$ cat src/rtl/alu_arb_pkg.sv
// rtl/alu_arb_pkg.sv - shared opcodes, flag indices and FSM encoding for alu_arbiter
//
// Contents:
//   OP_*      4-bit ALU opcodes
//   FLG_*     bit positions inside the 4-bit {P,V,C,Z} flag word
//   state_e   arbiter FSM state encoding
//   parity4   XOR-reduction helper used for the P flag
package alu_arb_pkg;

  localparam logic [3:0] OP_SHL     = 4'h0;
  localparam logic [3:0] OP_SHL_ALT = 4'h1;
  localparam logic [3:0] OP_SHR     = 4'h2;
  localparam logic [3:0] OP_SHRK    = 4'h3;
  localparam logic [3:0] OP_ADD     = 4'h4;
  localparam logic [3:0] OP_INC     = 4'h5;
  localparam logic [3:0] OP_SUB     = 4'h6;
  localparam logic [3:0] OP_DEC     = 4'h7;
  localparam logic [3:0] OP_AND     = 4'h8;
  localparam logic [3:0] OP_OR      = 4'h9;
  localparam logic [3:0] OP_XOR     = 4'hA;
  localparam logic [3:0] OP_NOR     = 4'hB;
  localparam logic [3:0] OP_EQ      = 4'hC;
  localparam logic [3:0] OP_NE      = 4'hD;
  localparam logic [3:0] OP_SGT     = 4'hE;
  localparam logic [3:0] OP_SLT     = 4'hF;

  localparam int FLG_Z = 0;
  localparam int FLG_C = 1;
  localparam int FLG_V = 2;
  localparam int FLG_P = 3;

  typedef enum logic [1:0] {
    ST_IDLE = 2'd0,
    ST_EXEC = 2'd1,
    ST_RESP = 2'd2
  } state_e;

  function automatic logic parity4(input logic [3:0] v);
    return ^v;
  endfunction

endpackage

$ cat src/rtl/alu4_core.sv
// rtl/alu4_core.sv - purely combinational 4-bit ALU shared by all requesters
//
// Ports:
//   a_i      operand A
//   b_i      operand B
//   op_i     opcode (see alu_arb_pkg OP_*)
//   out_o    4-bit result
//   flags_o  {P,V,C,Z}; C and V are only meaningful for the add/sub group
module alu4_core
  import alu_arb_pkg::*;
(
  input  logic [3:0] a_i,
  input  logic [3:0] b_i,
  input  logic [3:0] op_i,
  output logic [3:0] out_o,
  output logic [3:0] flags_o
);

  logic [3:0] addend;
  logic       cin;
  logic [4:0] sum;
  logic       arith;
  logic       c3;
  logic       c4;
  logic [3:0] res;

  always_comb begin
    addend = b_i;
    cin    = 1'b0;
    res    = '0;
    // Opcodes 4..7 form the adder group; subtraction reuses the adder as A+~B+1.
    arith  = (op_i[3:2] == 2'b01);

    unique case (op_i)
      OP_INC:  addend = 4'd1;
      OP_SUB:  begin addend = ~b_i;  cin = 1'b1; end
      OP_DEC:  begin addend = ~4'd1; cin = 1'b1; end
      default: addend = b_i;
    endcase

    sum = {1'b0, a_i} + {1'b0, addend} + {4'd0, cin};
    c4  = sum[4];
    // Carry into bit 3 recovered from the bit-3 sum: s3 = a3 ^ b3 ^ c3.
    c3  = sum[3] ^ a_i[3] ^ addend[3];

    unique case (op_i)
      OP_SHL, OP_SHL_ALT: res = b_i << a_i[1:0];
      OP_SHR:             res = b_i >> a_i[1:0];
      OP_SHRK:            res = {b_i[3], 3'(b_i >> a_i[1:0])};
      OP_ADD, OP_INC,
      OP_SUB, OP_DEC:     res = sum[3:0];
      OP_AND:             res = a_i & b_i;
      OP_OR:              res = a_i | b_i;
      OP_XOR:             res = a_i ^ b_i;
      OP_NOR:             res = ~(a_i | b_i);
      OP_EQ:              res = {3'd0, (a_i == b_i)};
      OP_NE:              res = {3'd0, (a_i != b_i)};
      OP_SGT:             res = {3'd0, ($signed(a_i) > $signed(b_i))};
      OP_SLT:             res = {3'd0, ($signed(a_i) < $signed(b_i))};
      default:            res = '0;
    endcase

    out_o          = res;
    flags_o        = '0;
    flags_o[FLG_Z] = (res == 4'd0);
    flags_o[FLG_C] = arith & c4;
    flags_o[FLG_V] = arith & (c3 ^ c4);
    flags_o[FLG_P] = parity4(res);
  end

endmodule

$ cat src/rtl/alu_arbiter.sv
// rtl/alu_arbiter.sv - round-robin arbiter sharing one 4-bit ALU between NREQ requesters
//
// Configuration macro: ALU_ARB_FIXED_PRIO_EN (defined: fixed priority, lowest index wins,
// no round-robin pointer; undefined: round-robin).
//
// Ports:
//   clk, rst     clock; asynchronous active-high reset
//   req_valid    per-requester request valid
//   req_ready    per-requester accept, one-hot or zero, only in IDLE
//   req_a/b/op   packed 4-bit fields, requester i at [4i+3:4i]
//   resp_valid   response valid (held in RESP until resp_ready)
//   resp_ready   response consumer ready
//   resp_id      index of the requester served
//   resp_out     ALU result
//   resp_flags   {P,V,C,Z}
module alu_arbiter
  import alu_arb_pkg::*;
#(
  parameter int NREQ = 2,
  parameter int IDW  = 2
) (
  input  logic              clk,
  input  logic              rst,
  input  logic [NREQ-1:0]   req_valid,
  output logic [NREQ-1:0]   req_ready,
  input  logic [4*NREQ-1:0] req_a,
  input  logic [4*NREQ-1:0] req_b,
  input  logic [4*NREQ-1:0] req_op,
  output logic              resp_valid,
  input  logic              resp_ready,
  output logic [IDW-1:0]    resp_id,
  output logic [3:0]        resp_out,
  output logic [3:0]        resp_flags
);

  state_e state_q, state_d;

  logic [IDW-1:0] rr_ptr;
  logic [IDW-1:0] grant;
  logic [IDW-1:0] hi_idx, lo_idx;
  logic           hi_found, lo_found;
  logic           accept;

  logic [3:0]     sel_a, sel_b, sel_op;
  logic [3:0]     a_q, b_q, op_q;
  logic [IDW-1:0] id_q;

  logic [3:0]     core_out, core_flags;
  logic [3:0]     resp_out_q, resp_flags_q;
  logic [IDW-1:0] resp_id_q;

`ifdef ALU_ARB_FIXED_PRIO_EN
  assign rr_ptr = '0;
`else
  logic [IDW-1:0] rr_ptr_q, rr_ptr_d;

  assign rr_ptr = rr_ptr_q;

  always_comb begin
    rr_ptr_d = rr_ptr_q;
    if (accept) begin
      rr_ptr_d = (grant == IDW'(NREQ - 1)) ? '0 : grant + IDW'(1);
    end
  end

  always_ff @(posedge clk or posedge rst) begin
    if (rst) begin
      rr_ptr_q <= '0;
    end else begin
      rr_ptr_q <= rr_ptr_d;
    end
  end
`endif

  // Cyclic search from rr_ptr: prefer the lowest valid index >= rr_ptr, otherwise
  // wrap around to the lowest valid index overall. Loops run downward so the last
  // hit (lowest index) wins.
  always_comb begin
    hi_found = 1'b0;
    lo_found = 1'b0;
    hi_idx   = '0;
    lo_idx   = '0;
    for (int i = NREQ - 1; i >= 0; i--) begin
      if (req_valid[i]) begin
        lo_found = 1'b1;
        lo_idx   = IDW'(i);
        if (IDW'(i) >= rr_ptr) begin
          hi_found = 1'b1;
          hi_idx   = IDW'(i);
        end
      end
    end
    grant = hi_found ? hi_idx : lo_idx;
  end

  always_comb begin
    sel_a  = '0;
    sel_b  = '0;
    sel_op = '0;
    for (int i = 0; i < NREQ; i++) begin
      if (grant == IDW'(i)) begin
        sel_a  = req_a[4*i +: 4];
        sel_b  = req_b[4*i +: 4];
        sel_op = req_op[4*i +: 4];
      end
    end
  end

  always_comb begin
    state_d   = state_q;
    req_ready = '0;
    accept    = 1'b0;
    unique case (state_q)
      ST_IDLE: begin
        // Held off while rst is high so the ready outputs read as 0 during reset.
        if (lo_found && !rst) begin
          for (int i = 0; i < NREQ; i++) begin
            req_ready[i] = (grant == IDW'(i));
          end
          accept  = 1'b1;
          state_d = ST_EXEC;
        end
      end
      ST_EXEC: state_d = ST_RESP;
      ST_RESP: if (resp_ready) state_d = ST_IDLE;
      default: state_d = ST_IDLE;
    endcase
  end

  alu4_core u_core (
    .a_i     (a_q),
    .b_i     (b_q),
    .op_i    (op_q),
    .out_o   (core_out),
    .flags_o (core_flags)
  );

  always_ff @(posedge clk or posedge rst) begin
    if (rst) begin
      state_q      <= ST_IDLE;
      a_q          <= '0;
      b_q          <= '0;
      op_q         <= '0;
      id_q         <= '0;
      resp_out_q   <= '0;
      resp_flags_q <= '0;
      resp_id_q    <= '0;
    end else begin
      state_q <= state_d;
      if (accept) begin
        a_q  <= sel_a;
        b_q  <= sel_b;
        op_q <= sel_op;
        id_q <= grant;
      end
      // Response registers load only in EXEC, so they stay frozen through RESP.
      if (state_q == ST_EXEC) begin
        resp_out_q   <= core_out;
        resp_flags_q <= core_flags;
        resp_id_q    <= id_q;
      end
    end
  end

  assign resp_valid = (state_q == ST_RESP);
  assign resp_out   = resp_out_q;
  assign resp_flags = resp_flags_q;
  assign resp_id    = resp_id_q;

endmodule

$ cat config.mk
export PLATFORM = sky130hd
export DESIGN_NAME = alu_arbiter
export DESIGN_NICKNAME = d
export VERILOG_FILES = /design/src/rtl/alu_arb_pkg.sv /design/src/rtl/alu4_core.sv /design/src/rtl/alu_arbiter.sv
export SDC_FILE = /design/constraint.sdc
export NUM_CORES = 1
export LEC_CHECK = 0
export ABC_AREA = 1
export BUFFER_PORTS_ARGS = -buffer_cell sky130_fd_sc_hd__buf_4
export CORE_MARGIN = 2
export CORE_UTILIZATION = 45
export CTS_BUF_LIST = sky130_fd_sc_hd__clkbuf_8
export DETAILED_ROUTE_END_ITERATION = 8
export GPL_ROUTABILITY_DRIVEN = 0
export PLACE_DENSITY = 0.65
export SLEW_MARGIN = 5
export SYNTH_ARGS = -nofsm -noshare
export SYNTH_HDL_FRONTEND = slang
export SYNTH_SLANG_ARGS = --single-unit
$ cat constraint.sdc
create_clock -name clk -period 4.15 [get_ports clk]
set_clock_uncertainty 0.2 [all_clocks]
set_input_delay 0.415 -clock clk [delete_from_list [all_inputs] [get_ports clk]]
set_output_delay 0.415 -clock clk [all_outputs]
set_load 0.02 [all_outputs]
* Word level (Yosys, flattened, before mapping)
Index checks and enable logic that the tools add are counted.
Operators by class: muxes and demuxes 30, order comparisons 4, reductions and logical operators 11, shift-type cells 2, bitwise gates (word level) 10, eq/ne operators 23, add/sub/neg operators 3
Operator list (number):
- $pmux 4 s12 | 1
- $eq 4x4->1 const B | 8
- $mux 4 | 6
- $mux 2 | 9
- $eq 4x3->1 const B | 4
- $mux 1 | 12
- $pmux 4 s3 | 1
- $eq 4x2->1 const B | 2
- $logic_not 4->1 | 2
- $not 4->4 | 2
- $eq 2x1->1 const B | 3
- $pmux 2 s3 | 1
- $add 4x4->5 | 1
- $add 5x1->5 | 1
- $and 4x4->4 | 1
- $eq 4x1->1 const B | 1
- $eq 4x4->1 | 1
- $ge 1x2->1 const A | 2
- $gt 4x4->1 | 1
- $logic_not 2->1 | 2
- $lt 4x4->1 | 1
- $ne 4x4->1 | 1
- $or 4x4->4 | 1
- $reduce_or 2->1 | 2
- 14 further kinds | 17
Storage, ports and cells: bits in registers 28, bits of input ports 29, logic and storage cells 92, output and inout bits 13

* Logic depth before layout (Yosys ltp)
Gate-level depths: netlist of the first run.
depth after elaboration 9, mapped depth 18, gate-level depth less buffers 18

* Hierarchy
From an unflattened synthesis of the first run, not the netlist that was laid out.
Second synthesis, totals: cell total of the unflattened synthesis 341, area, all modules 2175.8 um2
By module, submodules not included:
- alu_arbiter | sequential area each 625.6 um2, instances 1, area each 1176.1 um2, cells an instance 156
- alu4_core | sequential area each 0.0 um2, instances 1, area each 999.7 um2, cells an instance 185

* Least setup slack after synthesis of the first run
OpenSTA, ideal clock, no wires.
path kind register to register, start point reg op_q[3], end point reg resp_flags_q[3], in the netlist resp_flags[3], path slack 1.271 ns, required time 3.820 ns, data arrival time 2.549 ns, stages on the path, launching flop included 14, clock period less this slack 2.879 ns, buffers on the path 0, cell sequence dfrtp_1 nor2_2 nand2_1 inv_1 o21ai_0 fa_1 fa_1 nor2_1 nor3_1 nand4_1 inv_1 ha_1 xnor2_1 o21ai_0
Between the ends: cells in the longest elaborated chain, start to end 6, elaborated cells between the ends (all ways) 25, those cells by class 2 x add/sub; 15 x eq/ne; 3 x mux; 5 x reduce/logical
RTL lines:
- start: declaration | line alu_arbiter.sv:45 | logic [3:0] a_q, b_q, op_q;
- start signal: assignment | line alu_arbiter.sv:153 | op_q <= sel_op;
- $eq 4x3->1 | line alu4_core.sv:34, alu4_core.sv:46
- $pmux 4 s3 or $reduce_or 2->1 (tied branches)
- $add 4x4->5 or $mux 1 (tied branches) | line alu4_core.sv:41, alu4_core.sv:34
- $add 5x1->5 | line alu4_core.sv:41 | sum = {1'b0, a_i} + {1'b0, addend} + {4'd0, cin};
- $pmux 4 s12 * | line alu4_core.sv:46 | unique case (op_i)
- $reduce_xor 4->1 * | line alu_arb_pkg.sv:39 | return ^v;
- end signal: assignment | line alu_arbiter.sv:159 | resp_flags_q <= core_flags;
- end: declaration | line alu_arbiter.sv:49 | logic [3:0] resp_out_q, resp_flags_q;
Mark *: on every way between the ends. The rest lies on a longest branch, timed or not. A chain may end at the register's enable or synchronous reset.

* Final worst setup path of the first run
start point in rst, end point out req_ready[1]
Between the ends: cells in the longest elaborated chain, start to end 4
RTL lines:
- start: declaration | line alu_arbiter.sv:23 | input logic rst,
- $logic_not 1->1 (no source line)
- $logic_and 1x1->1 | line alu_arbiter.sv:116 | if (lo_found && !rst) begin
- $mux 2 | line alu_arbiter.sv:116
- $mux 2 | line alu_arbiter.sv:113 | unique case (state_q)
- end: declaration | line alu_arbiter.sv:25 | output logic [NREQ-1:0] req_ready,
No other way between the ends.

==> results of run 1 <==
## synthesized netlist by cell type (2+ instances only)
master	n
ha_1	17
nor2_2	4
nand2_2	5
o31ai_1	2
o211ai_1	14
nand3_1	26
nand4_1	2
o21ai_1	3
o21ai_0	17
fa_1	2
inv_2	10
nand2_1	91
nor2_1	17
dfrtp_1	25
a21oi_1	3
inv_1	31
buf_4	2
buf_2	2
clkbuf_1	2
## per-stage QoR
| stage | instances | instance area [um^2] |
|---|---|---|
| after floorplan | 284 | 1970 |
| after global placement | 371 | 2310 |
| after detailed placement | 371 | 2310 |
| after CTS | 376 | 2370 |
| after global routing | 376 | 2370 |
| final | 376 | 2370 |
## sequential cells by signal, summed over array words and instances (netlist names)
name,count
resp_id,1
rr_ptr,1
op_q,4
state_q,2
resp_out,4
resp_flags,4
a_q,4
b_q,4
id_q,1
## logic make-up after synthesis
logic type               count (synthesis)  share of synthesized area
AND/OR/NAND/NOR                        149                      0.324
XOR/XNOR                                 1                    0.00444
buffers and inverters                   48                     0.0964
other                                    1                    0.00190
adder cells (fa/ha/maj)                 19                      0.128
AO/OA/AOI/OAI                           41                      0.128
flip-flops                              25                      0.317
## critical path, cell delays in order
cell and delay (ns):
dlygate4sd3_1 0.54, buf_4 0.13, inv_1 0.04, buf_4 0.30
o21ai_1 0.17, nor3_4 0.51, nand3_1 0.23, inv_2 0.25
buf_4 0.19
## layout make-up
type / count / area [um^2]
sequential: 25 / 626
inverter: 42 / 158
fill: 439 / 1920
clock buffer: 3 / 41.3
clock inverter: 1 / 7.51
timing repair buffer: 42 / 318
multi-input combinational: 211 / 1160
tap: 52 / 65.1
## per-layer routing
| metal | global-route usage | up-vias | wire length [um] |
|---|---|---|---|
| met1 | 0.262 | 856 | 2180 |
| met4 | 0.0748 | 0 | 102 |
| met3 | 0.0274 | 10 | 230 |
| li1 | - | 989 | - |
| met5 | 0 | - | 0 |
| met2 | 0.345 | 67 | 2230 |
## worst min path at each step
| stage | from | endpoint | slack (ns) | cells past startpoint |
|---|---|---|---|---|
| floorplan | rst | a_q[0]$_DFFE_PP0P_ | 0.25 | 1 |
| global placement | resp_id[0]$_DFFE_PP0N_ | resp_id[0]$_DFFE_PP0N_ | 0.27 | 2 |
| detailed placement | resp_flags[2]$_DFFE_PP0N_ | resp_flags[2]$_DFFE_PP0N_ | 0.27 | 2 |
| CTS | req_b[6] | b_q[2]$_DFFE_PP0P_ | 0.16 | 3 |
| global route | req_a[4] | a_q[0]$_DFFE_PP0P_ | 0.16 | 3 |
| finish | req_b[5] | b_q[1]$_DFFE_PP0P_ | 0.15 | 3 |
## report_power, final
| group | switching (mW) | leakage, nW | internal, mW |
|---|---|---|---|
| clock network | 0.0832 | 0.0217 | 0.0682 |
| logic | 0.722 | 0.891 | 0.455 |
| registers | 0.115 | 0.317 | 0.342 |
==> qor.yml, run 1 <==
timing.hold.ws_ns: 0.154
cp_max_fo: 26
p_leak_nw: 1.23
synth_flop_cell: "dfrtp_1"
vdd_drop_max_uv: 269
synth.ff_latch_count: 25
ys_seq_area_frac: 0.317
startpoint: "rst"
slew_violations: 0
fp-row-count: 24
path_clk_slew_ns: 0.10
cts_made_buffers: 3
async_flop_share: 1.00
dp_slack_ns: 0.935
cts.sinks: 25
hp-class: "in2reg"
grt_usage: 0.203
routed_via_density: 5.11
ios: 42
period_needed_ns: 3.40
die_h_um: 70.2
syn_area_per_cell_um2: 6.94
grt_pass1_vias: 1777
wl_per_cell_um: 12.6
ys_types: 28
tns_ns: 0
mappedNetlistArea_um2: 1970
crit_path_end_kind: "primary output"
tritoncts: "yes"
clock_latency_ns: 0.28
setup.worst_path.end: "req_ready[1]"
max_slew_margin: 0.582
grt_setup_unrepaired: "false"
wl_um: 4740
drt_iter0_drc: 91
htreeDepth: 1
coreArea_um2: 4290
critPathArrivalTime_ns: 2.79
grt_pass1_wl_um: 8020
cts_setup_buffers: 0
timing.rr.end: "resp_flags[3]$_DFFE_PP0N_"
reg2reg_depth: 13
antenna_cells: 0
power_mw: 1.78
chipWidth_um: 70.2
post-synth-top-area-cell: "dfrtp_1"
drt_drc_violations_left: 0
detailed_place_hpwl_um: 3870
postCtsResizedCells: 0
hold_viol: 0
finalCritPeriodShare: 0.820
drive_gt1_frac: 0.201
antenna_found_initial: 0
rrSetupSlack_ns: 0.90
overflow: 0
dieArea_um2: 4930
layout_common_cells: "91 x nand2_1, 41 x buf_4, 31 x inv_1, 26 x nand3_1, 25 x dfrtp_1"
hold_buffers: 1
io_buffer_count: 40
syn_inst: 284
setup_slack_ns: 0.748
nets: 373
synth_edf_count: 0
max_freq_mhz: 294
status: "complete, no violations"
synth_warnings: 0
final_common_cell: "nand2_1"
reg2reg_from: "op_q[3]$_DFFE_PP0P_"
tightest_slew_ns: 0.625
fin_util: 0.552
yosys-top-cells-area: "dfrtp_1 32%, nand2_1 17%, ha_1 11%"
synth_top_area_frac: 0.317
first_pass_iters: 4
vias: 1922
path_class: "in2out"
crit_required_ns: 3.53
cp-start-kind: "input pin"
powerDensity_nw_per_um2: 753
syn-num-nets: 332
grt_max_degree: 27
setup_viol: 0
start_util: 0.459
maxCapViolations: 0
drtAntennaViolNets: 0
syn_to_final_growth_pct: 20.2
clock-root-buffer: "clkbuf_8"
clk_path_buf_depth: 2
Note: power is estimated with default switching activity, not from simulation.
==> inputs of run 2 (changes only) <==
--- a/config.mk
+++ b/config.mk
@@ -12,7 +12,7 @@
 export CTS_BUF_LIST = sky130_fd_sc_hd__clkbuf_8
 export DETAILED_ROUTE_END_ITERATION = 8
 export GPL_ROUTABILITY_DRIVEN = 0
-export PLACE_DENSITY = 0.65
+export PLACE_DENSITY = 0.67
 export SLEW_MARGIN = 5
 export SYNTH_ARGS = -nofsm -noshare
 export SYNTH_HDL_FRONTEND = slang
==> constraint.sdc (replaced) <==
create_clock -name clk -period 3 [get_ports clk]
set_clock_uncertainty 0.2 [all_clocks]
set_input_delay 0.3 -clock clk [delete_from_list [all_inputs] [get_ports clk]]
set_output_delay 0.3 -clock clk [all_outputs]
set_load 0.02 [all_outputs]
==> run 2 against run 1 <==
Compared with the run above:
- flip-flop and latch count did not move
- setup slack worse by 0.61 ns
- register-to-register slack worse by 0.77 ns
- global-route usage increased by 0.26 points
- cell count rose by 3.7%
- sequential share of layout area down 1.7 points
==> qor.yml, run 2 (same netlist as run 1, synthesis figures left out) <==
path_class: "reg2reg"  # was in2out
grt_max_degree: 26  # was 27
cts_made_buffers: 3  # unchanged
grt_usage: 0.205  # was 0.203
placed_area_um2: 2390  # was 2310 um^2
io_buffer_count: 40  # unchanged
hold_viol: 0  # unchanged
status: "complete, no violations"  # unchanged
die_h_um: 70.2  # unchanged
highest_layer: "met4"  # unchanged
power_mw: 2.81  # was 1.78 mW
p_leak_nw: 1.31  # was 1.23 nW
wl_met2_um: 2340  # was 2230 um
antenna_found_initial: 0  # unchanged
wl_um: 4880  # was 4740 um
cpPeakStageDelay_ns: 0.55  # was 0.54 ns
path_clk_slew_ns: 0.08  # was 0.10 ns
final_cell_area_um2: 2540  # was 2370 um^2
layout_common_cells: "89 x nand2_1, 55 x buf_4, 28 x inv_1, 26 x nand3_1, 25 x dfrtp_1"  # was 91 x nand2_1, 41 x buf_4, 31 x inv_1, 26 x nand3_1, 25 x dfrtp_1
hp-class: "in2reg"  # unchanged
grt_pass1_vias: 1838  # was 1777
grt_pass1_wl_um: 8180  # was 8020 um
tritoncts: "yes"  # unchanged
maxCapViolations: 0  # unchanged
vdd_drop_max_uv: 418  # was 269 uV
ios: 42  # unchanged
cp-start-kind: "flip-flop"  # was input pin
cp_common_cell: "inv_2"  # was buf_4
overflow: 0  # unchanged
clk_path_buf_depth: 2  # unchanged
fp-row-count: 24  # unchanged
max_freq_mhz: 349
cp_max_fo: 3  # was 26
drive_gt1_frac: 0.278  # was 0.201
period_needed_ns: 2.87
routed_via_density: 5.09  # was 5.11
htreeDepth: 1  # unchanged
crit_slowest_cell: "fa_2"  # was dlygate4sd3_1
nets: 387  # was 373
final_common_cell: "nand2_1"  # unchanged
critPathBufInv: 3  # was 6
finalCritPeriodShare: 0.956
setup_viol: 0  # unchanged
critPathArrivalTime_ns: 2.81  # was 2.79 ns
powerDensity_nw_per_um2: 1110  # was 753 nW/um^2
coreArea_um2: 4290  # unchanged
drt-met1-wl_um: 2140  # was 2180 um
start_util: 0.459  # unchanged
detailed_place_hpwl_um: 3910  # was 3870 um
fill_cells: 419  # was 439
vias: 1987  # was 1922
syn_to_final_growth_pct: 28.7  # was 20.2%
dieArea_um2: 4930  # unchanged
drt_drc_violations_left: 0  # unchanged
drtAntennaViolNets: 0  # unchanged
chipWidth_um: 70.2  # unchanged
crit_required_ns: 2.94  # was 3.53 ns
wl_per_cell_um: 12.5  # was 12.6 um
route.met3.wl_um: 288  # was 230 um
drt_iter0_drc: 104  # was 91
cp_cell_sequence: "inv_2 -> nor2_4 -> nand2_2 -> inv_2 -> o21ai_2 -> o21ai_2 -> fa_2 -> fa_2 -> nor2_2 -> nor3_2 -> nand4_1 -> inv_2 -> ha_4 -> xnor2_2 -> o21ai_1"  # was dlygate4sd3_1 -> buf_4 -> inv_1 -> buf_4 -> o21ai_1 -> nor3_4 -> nand3_1 -> inv_2 -> buf_4
first_pass_iters: 4  # unchanged
cts.sinks: 25  # unchanged
clock_latency_ns: 0.27  # was 0.28 ns
clock-root-buffer: "clkbuf_8"  # unchanged
slew_violations: 0  # unchanged
antenna_cells: 0  # unchanged
crit_family: "adder cells"  # was buffers and inverters
crit_path_end_kind: "flip-flop"  # was primary output
==> run 2: cell count changes in the layout (fill, tap and decap cells not counted), moves of 2 or more <==
cell	previous run	this run
buf_4	41	55
fa_1	2	0
fa_2	0	2
ha_1	17	15
ha_4	0	2
inv_1	31	28
inv_2	10	14
nand2_1	91	89
nand2_2	5	7
nor2_1	17	15
o21ai_0	17	14
o21ai_2	0	2
==> run 2: per-layer routing <==
metal	vias up	track usage
met5	-	0
met4	0	0.0620
met3	13	0.0390
met2	83	0.347
met1	872	0.266
li1	1019	-
==> run 2: layout make-up <==
cell class	instances	area, um^2	area share
Multi-Input combinational cell	211	1220	0.481
Inverter	42	158	0.0621
Tap cell	52	65.1	0.0256
Timing Repair Buffer	56	423	0.167
Sequential cell	25	626	0.247
Clock inverter	1	3.75	0.00148
Clock buffer	3	41.3	0.0163
==> run 2: timing repair <==
item / in CTS / in global routing
pin swaps: 0 / 9
setup buffers: 0 / 3
endpoints found under the hold margin: 25 / 0
setup endpoints to repair: 1 / 2
gates resized for setup: 1 / 19
hold buffers: 1 / 0
==> run 2: stage by stage <==
step	std cells	setup TNS (ns)	util	worst slack (ns)	hold WS, ns
floorplan	284	0	-	0.121	0.134
global placement	382	0	0.558	0.0661	0.212
detailed placement	382	-0.0261	0.558	-0.0261	0.216
CTS	387	0	0.571	0.00188	0.0424
global route	390	-0.00600	0.591	-0.00600	0.0558
finish	390	0	0.591	0.133	0.0420
==> run 2: path summary, 6_finish.rpt <==
path                                    startpoint                   endpoint  slack, ns  depth (start not counted)
setup / recovery               op_q[2]$_DFFE_PP0P_  resp_flags[3]$_DFFE_PP0N_       0.13                         15
hold / removal                            req_a[5]         a_q[1]$_DFFE_PP0P_       0.04                          3
setup reg to reg               op_q[2]$_DFFE_PP0P_  resp_flags[3]$_DFFE_PP0N_       0.13                         15
hold reg to reg            resp_out[0]$_DFFE_PP0N_    resp_out[0]$_DFFE_PP0N_       0.28                          2
max in group asynchronous                      rst  resp_flags[2]$_DFFE_PP0N_       1.90                          4
min in group asynchronous                      rst      rr_ptr[0]$_DFFE_PP0P_       0.47                          4
==> run 2: tightest hold or removal path: stages <==
cell      delay [ns]
buf_4           0.07
nand2_1         0.04
o211ai_1        0.06
==> run 2: where the power goes <==
group / switching, mW / internal, mW
clock: 0.103 / 0.0917
combinational: 1.13 / 0.867
sequential: 0.145 / 0.473
